**src/rtl/fetch_pkg.sv**
```systemverilog
// Shared definitions for the instruction-fetch controller: state encoding,
// datapath width and the reset NOP word.
package fetch_pkg;

    localparam int XLEN = 32;

    localparam logic [XLEN-1:0] NOP_INSTR = 32'h0000_0013;

    localparam logic [1:0] S_FETCH = 2'd0;
    localparam logic [1:0] S_DRAIN = 2'd1;
    localparam logic [1:0] S_HOLD  = 2'd2;
    localparam logic [1:0] S_FAULT = 2'd3;

    typedef enum logic [1:0] {
        ST_FETCH = S_FETCH,
        ST_DRAIN = S_DRAIN,
        ST_HOLD  = S_HOLD,
        ST_FAULT = S_FAULT
    } fetch_state_e;

endpackage

```
**src/rtl/fetch_buf.sv**
```systemverilog
// One-entry output register between instruction memory and decode.
// Flush beats load, load beats consume, so a word can refill a slot being drained.
module fetch_buf
    import fetch_pkg::*;
(
    input  logic            clk,
    input  logic            rst,
    input  logic            load,
    input  logic            flush,
    input  logic            stall,
    input  logic [XLEN-1:0] load_instr,
    input  logic [XLEN-1:0] load_pc,
    output logic            busy,
    output logic            instr_valid,
    output logic [XLEN-1:0] instr,
    output logic [XLEN-1:0] instr_pc,
    output logic [XLEN-1:0] instr_pc4
);

    logic            valid_q, valid_d;
    logic [XLEN-1:0] instr_q, instr_d;
    logic [XLEN-1:0] pc_q, pc_d;
    logic [XLEN-1:0] pc4_q, pc4_d;
    logic            consume;

    always_comb begin
        valid_d = valid_q;
        instr_d = instr_q;
        pc_d    = pc_q;
        pc4_d   = pc4_q;
        consume = valid_q & ~stall;
        if (flush) begin
            valid_d = 1'b0;
        end else if (load) begin
            valid_d = 1'b1;
            instr_d = load_instr;
            pc_d    = load_pc;
            pc4_d   = load_pc + 32'd4;
        end else if (consume) begin
            valid_d = 1'b0;
        end
    end

    always_ff @(posedge clk) begin
        if (rst) begin
            valid_q <= 1'b0;
            instr_q <= NOP_INSTR;
            pc_q    <= '0;
            pc4_q   <= '0;
        end else begin
            valid_q <= valid_d;
            instr_q <= instr_d;
            pc_q    <= pc_d;
            pc4_q   <= pc4_d;
        end
    end

    // Full and not leaving this cycle: an arriving word would have nowhere to go.
    assign busy        = valid_q & stall;
    assign instr_valid = valid_q;
    assign instr       = instr_q;
    assign instr_pc    = pc_q;
    assign instr_pc4   = pc4_q;

endmodule

```
**src/rtl/fetch_ctrl.sv**
```systemverilog
// Fetch sequencer: owns the PC, runs the one-outstanding req/ack handshake
// and applies redirects. State | meaning:
//   FETCH | request at pc outstanding; DRAIN | discard a fetch killed by redirect
//   HOLD  | buffer full and stalled, no request; FAULT | misaligned target, idle
module fetch_ctrl
    import fetch_pkg::*;
#(
    parameter logic [31:0] RESET_PC = 32'h0000_0000
) (
    input  logic        clk,
    input  logic        rst,
    input  logic        redirect,
    input  logic [31:0] redirect_pc,
    input  logic        stall,
    output logic        mem_req,
    output logic [31:0] mem_addr,
    input  logic        mem_ack,
    input  logic [31:0] mem_rdata,
    output logic        instr_valid,
    output logic [31:0] instr,
    output logic [31:0] instr_pc,
    output logic [31:0] instr_pc4,
    output logic        misaligned
);

    fetch_state_e    state_q, state_d;
    logic [XLEN-1:0] pc_q, pc_d;
    logic [XLEN-1:0] mem_addr_q, mem_addr_d;
    logic            mem_req_q, mem_req_d;
    logic            mis_q, mis_d;
    logic            ack, buf_load, buf_flush, buf_busy;
    logic [XLEN-1:0] tgt, pc_inc;

    assign ack    = mem_req_q & mem_ack;
    assign tgt    = redirect_pc & 32'hFFFF_FFFE;
    assign pc_inc = pc_q + 32'd4;

    always_comb begin
        state_d    = state_q;
        pc_d       = pc_q;
        mem_addr_d = mem_addr_q;
        mem_req_d  = mem_req_q;
        mis_d      = mis_q;
        buf_load   = 1'b0;
        buf_flush  = 1'b0;
        if (redirect) begin
            buf_flush = 1'b1;
            pc_d      = tgt;
            mis_d     = redirect_pc[1];
        end
        case (state_q)
            ST_FETCH: begin
                if (redirect) begin
                    if (mem_req_q && !mem_ack) begin
                        state_d = ST_DRAIN;
                    end else if (redirect_pc[1]) begin
                        state_d   = ST_FAULT;
                        mem_req_d = 1'b0;
                    end else begin
                        mem_req_d  = 1'b1;
                        mem_addr_d = tgt;
                    end
                end else if (ack) begin
                    // A word arriving into a stalled full buffer is dropped and refetched.
                    if (buf_busy) begin
                        state_d   = ST_HOLD;
                        mem_req_d = 1'b0;
                    end else begin
                        buf_load   = 1'b1;
                        pc_d       = pc_inc;
                        mem_req_d  = 1'b1;
                        mem_addr_d = pc_inc;
                    end
                end else begin
                    mem_req_d  = 1'b1;
                    mem_addr_d = pc_q;
                end
            end
            ST_DRAIN: begin
                if (ack) begin
                    if (mis_d) begin
                        state_d   = ST_FAULT;
                        mem_req_d = 1'b0;
                    end else begin
                        state_d    = ST_FETCH;
                        mem_req_d  = 1'b1;
                        mem_addr_d = pc_d;
                    end
                end
            end
            ST_HOLD: begin
                if (redirect) begin
                    if (redirect_pc[1]) begin
                        state_d = ST_FAULT;
                    end else begin
                        state_d    = ST_FETCH;
                        mem_req_d  = 1'b1;
                        mem_addr_d = tgt;
                    end
                end else if (!stall) begin
                    state_d    = ST_FETCH;
                    mem_req_d  = 1'b1;
                    mem_addr_d = pc_q;
                end
            end
            ST_FAULT: begin
                if (redirect && !redirect_pc[1]) begin
                    state_d    = ST_FETCH;
                    mem_req_d  = 1'b1;
                    mem_addr_d = tgt;
                end
            end
        endcase
    end

    always_ff @(posedge clk) begin
        if (rst) begin
            state_q    <= ST_FETCH;
            pc_q       <= RESET_PC;
            mem_addr_q <= RESET_PC;
            mem_req_q  <= 1'b0;
            mis_q      <= 1'b0;
        end else begin
            state_q    <= state_d;
            pc_q       <= pc_d;
            mem_addr_q <= mem_addr_d;
            mem_req_q  <= mem_req_d;
            mis_q      <= mis_d;
        end
    end

    fetch_buf u_buf (
        .clk         (clk),
        .rst         (rst),
        .load        (buf_load),
        .flush       (buf_flush),
        .stall       (stall),
        .load_instr  (mem_rdata),
        .load_pc     (pc_q),
        .busy        (buf_busy),
        .instr_valid (instr_valid),
        .instr       (instr),
        .instr_pc    (instr_pc),
        .instr_pc4   (instr_pc4)
    );

    assign mem_req    = mem_req_q;
    assign mem_addr   = mem_addr_q;
    assign misaligned = mis_q;

endmodule

```
**config.mk**
```make
export PLATFORM = sky130hd
export DESIGN_NAME = fetch_ctrl
export DESIGN_NICKNAME = d
export VERILOG_FILES = /design/src/rtl/fetch_pkg.sv /design/src/rtl/fetch_buf.sv /design/src/rtl/fetch_ctrl.sv
export SDC_FILE = /design/constraint.sdc
export NUM_CORES = 1
export LEC_CHECK = 0
export CAP_MARGIN = 20
export CORE_ASPECT_RATIO = 0.6
export CORE_UTILIZATION = 54
export CTS_CLUSTER_DIAMETER = 50
export DETAILED_ROUTE_END_ITERATION = 10
export GPL_TIMING_DRIVEN = 0
export PLACE_DENSITY = 0.82
export RECOVER_POWER = 100
export REMOVE_ABC_BUFFERS = 1
export SKIP_LAST_GASP = 1
export SLEW_MARGIN = 20
export SYNTH_ARGS = -nofsm -noshare
export SYNTH_HDL_FRONTEND = slang
export SYNTH_SLANG_ARGS = --single-unit
```
**constraint.sdc**
```tcl
create_clock -name clk -period 6.8 [get_ports clk]
set_input_delay 1.36 -clock clk [delete_from_list [all_inputs] [get_ports clk]]
set_output_delay 1.36 -clock clk [all_outputs]
set_load 0.05 [all_outputs]
```
==> impl_metrics.csv <==
group,metric,value,unit
sta,finalCritPeriodShare,84.0,%
sta,whs,0.450,ns
floorplanning,std_cell_rows,34,
global_route,grt_use_met1,48.3,%
sta,slew_headroom,-162,%
setup_path,end_kind,"flip-flop",
clock_tree,cts_setup_buffers,0,
layout,diodes,0,
sta,hold_violations,0,
global_route,globalRouteMet3Util,11.5,%
yosys,syn_avg_cell_area,7.48,µm²
sta,fmax,175,MHz
yosys,yosysMostFrequentCell,"nand2_1",
sta,slew_violations,158,
place,dp_hpwl,17900,µm
clock_tree,root_buffer,"clkbuf_16",
global_route,top_usage_layer,"met1",
global_route,grt_use_met2,46.6,%
worst_hold_path,hold_path.class,"reg2reg",
clock_tree,clk_latency,0.43,ns
yosys,ys_top_cells_by_count,"nand2_1, dfxtp_1, a21oi_1",
sta,worst_pin_slew,3.94,ns
routing,vias,9087,
setup_path,required,6.93,ns
yosys,yosysWarnings,0,
routing,ant_nets,0,
yosys,synth-edff-count,0,
yosys,syn_inst,1116,
layout,drive_above_1_share,5.01,%
routing,detail_route.wl_per_cell,18.8,µm
global_route,grt_max_degree,83,
routing,dr.pass1.iters,7,
floorplanning,die-area,16000,µm²
worst_hold_path,min-delay-start,"u_buf.instr_pc[13]",
setup_path,r2r_slack,2.19,ns
clock_tree,cts_hold_buf,0,
yosys,ys_ff_latch,163,
setup_path,criticalPathCategory,"in2reg",
layout,nets,1295,
routing,finalWirelength,27000,µm
yosys,netlist_area,8350,µm²
setup_path,start_kind,"input port",
run_status,violations,"max-capacitance violations, max-slew violations",
clock_tree,cts_sinks,163,
clock_tree,clock_path_buffers,2,
layout,syn2layout_area_growth,30.0,%
setup_path,reg2reg_from,"mem_req",
setup_path,worstPathArrival,5.84,ns
yosys,synthFlopType,"dfxtp_1",
sta,final-setup-viol-count,0,
clock_tree,cts_buffers,17,
routing,drc,0,
global_route,grt_pass1_vias,8132,
yosys,synth.distinct_cells,61,
place,gp_congestion,0.961,
clock_tree,cts_resized,0,
place,portBuffers,198,
layout,final_util,73.3,%
floorplanning,die_w,163,µm
global_route,grt_overflow,0,
power_and_ir_drop,totalPowerFinal,3.81,mW
routing,viasPerCell,6.33,
flow_run,max_cap_violations,3,
global_route,grt_antenna_before_repair,0,
yosys,synth_area_leaders,"dfxtp_1, nand2_1, a21oi_1, nor2_1, clkbuf_1",
clock_tree,cts_tree,"done",
floorplanning,dieHeight,98.3,µm
clock_tree,clk_pin_slew,0.07,ns
global_route,grt_pass1_wl,42600,µm
routing,drtIter0Drc,1349,
sta,rsz0062_at_grt,"false",
yosys,seq_area_frac_synth,39.1,%
yosys,synth_top_area_share,39.1,%
sta,finalCriticalPeriod,5.71,ns
run_status,status,"finished with violations",
power_and_ir_drop,p_per_area,351,nW/µm²
floorplanning,io_pins,200,
power_and_ir_drop,leakagePower,4.08,nW
global_route,grt_usage,33.5,%
yosys,yosysTopAreaCell,"dfxtp_1",
floorplanning,core_area,14800,µm²
setup_path,worst-path-max-fanout,74,
power_and_ir_drop,ir_drop,0.000255,V
floorplanning,start_util,56.4,%
clock_tree,htree_num_levels,4,
yosys,synth-async-reset-ratio,0,%
sta,clock_skew,0.0116,ns
setup_path,critPathLaunch,"mem_ack",
-- stage by stage --
step	instances	setup TNS, ns	setup slack [ns]	area (µm²)
final	1436	0	1.09	10900
after global routing	1436	0	0.851	10900
after CTS	1436	0	1.94	10900
after detailed placement	1404	0	1.50	10300
after global placement	1397	-555.03	-5.94	10100
after floorplan	1001	0	0.873	7890
-- cells in the final DEF, fill, tap and decap left out, types with 4 or more instances in the layout --
cell             synthesis  final
nor4_1                  10     10
a221oi_1                12     12
nand3b_1                 5      5
mux2i_1                 18     18
a222oi_1                 7      7
a31oi_1                 12     12
dfxtp_1                163    162
o221ai_1                 7      7
a211oi_1                23     23
a2111oi_0                4      4
nand2b_1                 7      7
o21ai_0                 52     53
inv_1                    4      4
mux2_2                   8      8
clkinvlp_4               0      6
nor3_1                  21     19
o31ai_1                  5      5
nand3_1                 26     25
nand4_1                 12     12
o31a_1                   4      4
or3_1                   12     12
nor2_1                  97     94
clkbuf_16                0     17
xor2_1                  14     14
xnor2_1                 22     22
a32o_1                   8      8
a22o_1                   5      5
a21oi_1                132    132
a22oi_1                 11     11
nand2_1                221    221
nor2b_1                  6      6
and3_1                  10     10
o22ai_1                 23     23
and4_1                   4      4
dlygate4sd3_1            0    132
buf_16                   0      5
clkdlybuf4s50_1          0     63
-- cells by family after synthesis --
| group | Yosys count | synth area share [%] |
|---|---|---|
| mux | 26 | 3.24 |
| xor+xnor | 36 | 3.78 |
| simple gates | 447 | 24.0 |
| compound gates | 323 | 24.1 |
| flops | 163 | 39.1 |
| fa+ha+maj | 1 | 0.150 |
| buf+inv | 120 | 5.70 |
-- worst paths after layout --
kind	to	cells after the start
max	pc_q[24]	7
min	u_buf.instr_pc[13]	2
max reg2reg	pc_q[24]	6
min reg2reg	u_buf.instr_pc[13]	2
-- registers in the layout (all words and copies together), names as in the netlist --
| signal | cells |
|---|---|
| u_buf.instr_pc | 32 |
| u_buf.instr | 32 |
| mem_req | 1 |
| mem_addr | 32 |
| u_buf.instr_valid | 1 |
| state_q | 2 |
| pc_q | 32 |
| u_buf.instr_pc4 | 30 |
| misaligned | 1 |
-- power by group --
part	internal, mW	switching [mW]
registers	1.10	0.180
clock network	0.510	0.427
logic	0.525	1.07
total	2.13	1.68
-- critical path, stage by stage --
cell,delay [ns]
dlygate4sd3_1,0.60
and2_0,1.19
and3_1,1.72
buf_16,0.35
nor2_2,0.25
o21ai_0,0.23
a31oi_1,0.10
-- area by class of cell --
class | instances | area (µm²)
Multi-Input combinational cell | 833 | 4640
Fill cell | 1148 | 3950
Sequential cell | 163 | 3260
Timing Repair Buffer | 205 | 2120
Clock buffer | 19 | 433
Tap cell | 198 | 248
Clock inverter | 13 | 126
Inverter | 5 | 18.8
-- routing by layer --
| layer | share of wire [%] | up-vias | wire (µm) |
|---|---|---|---|
| li1 | - | 4194 | - |
| met1 | 43 | 4161 | 11700 |
| met2 | 40 | 663 | 10900 |
| met3 | 15 | 69 | 3960 |
| met4 | 1.8 | 0 | 482 |
| met5 | 0 | - | 0 |
Note: power is estimated with default switching activity, not from simulation.
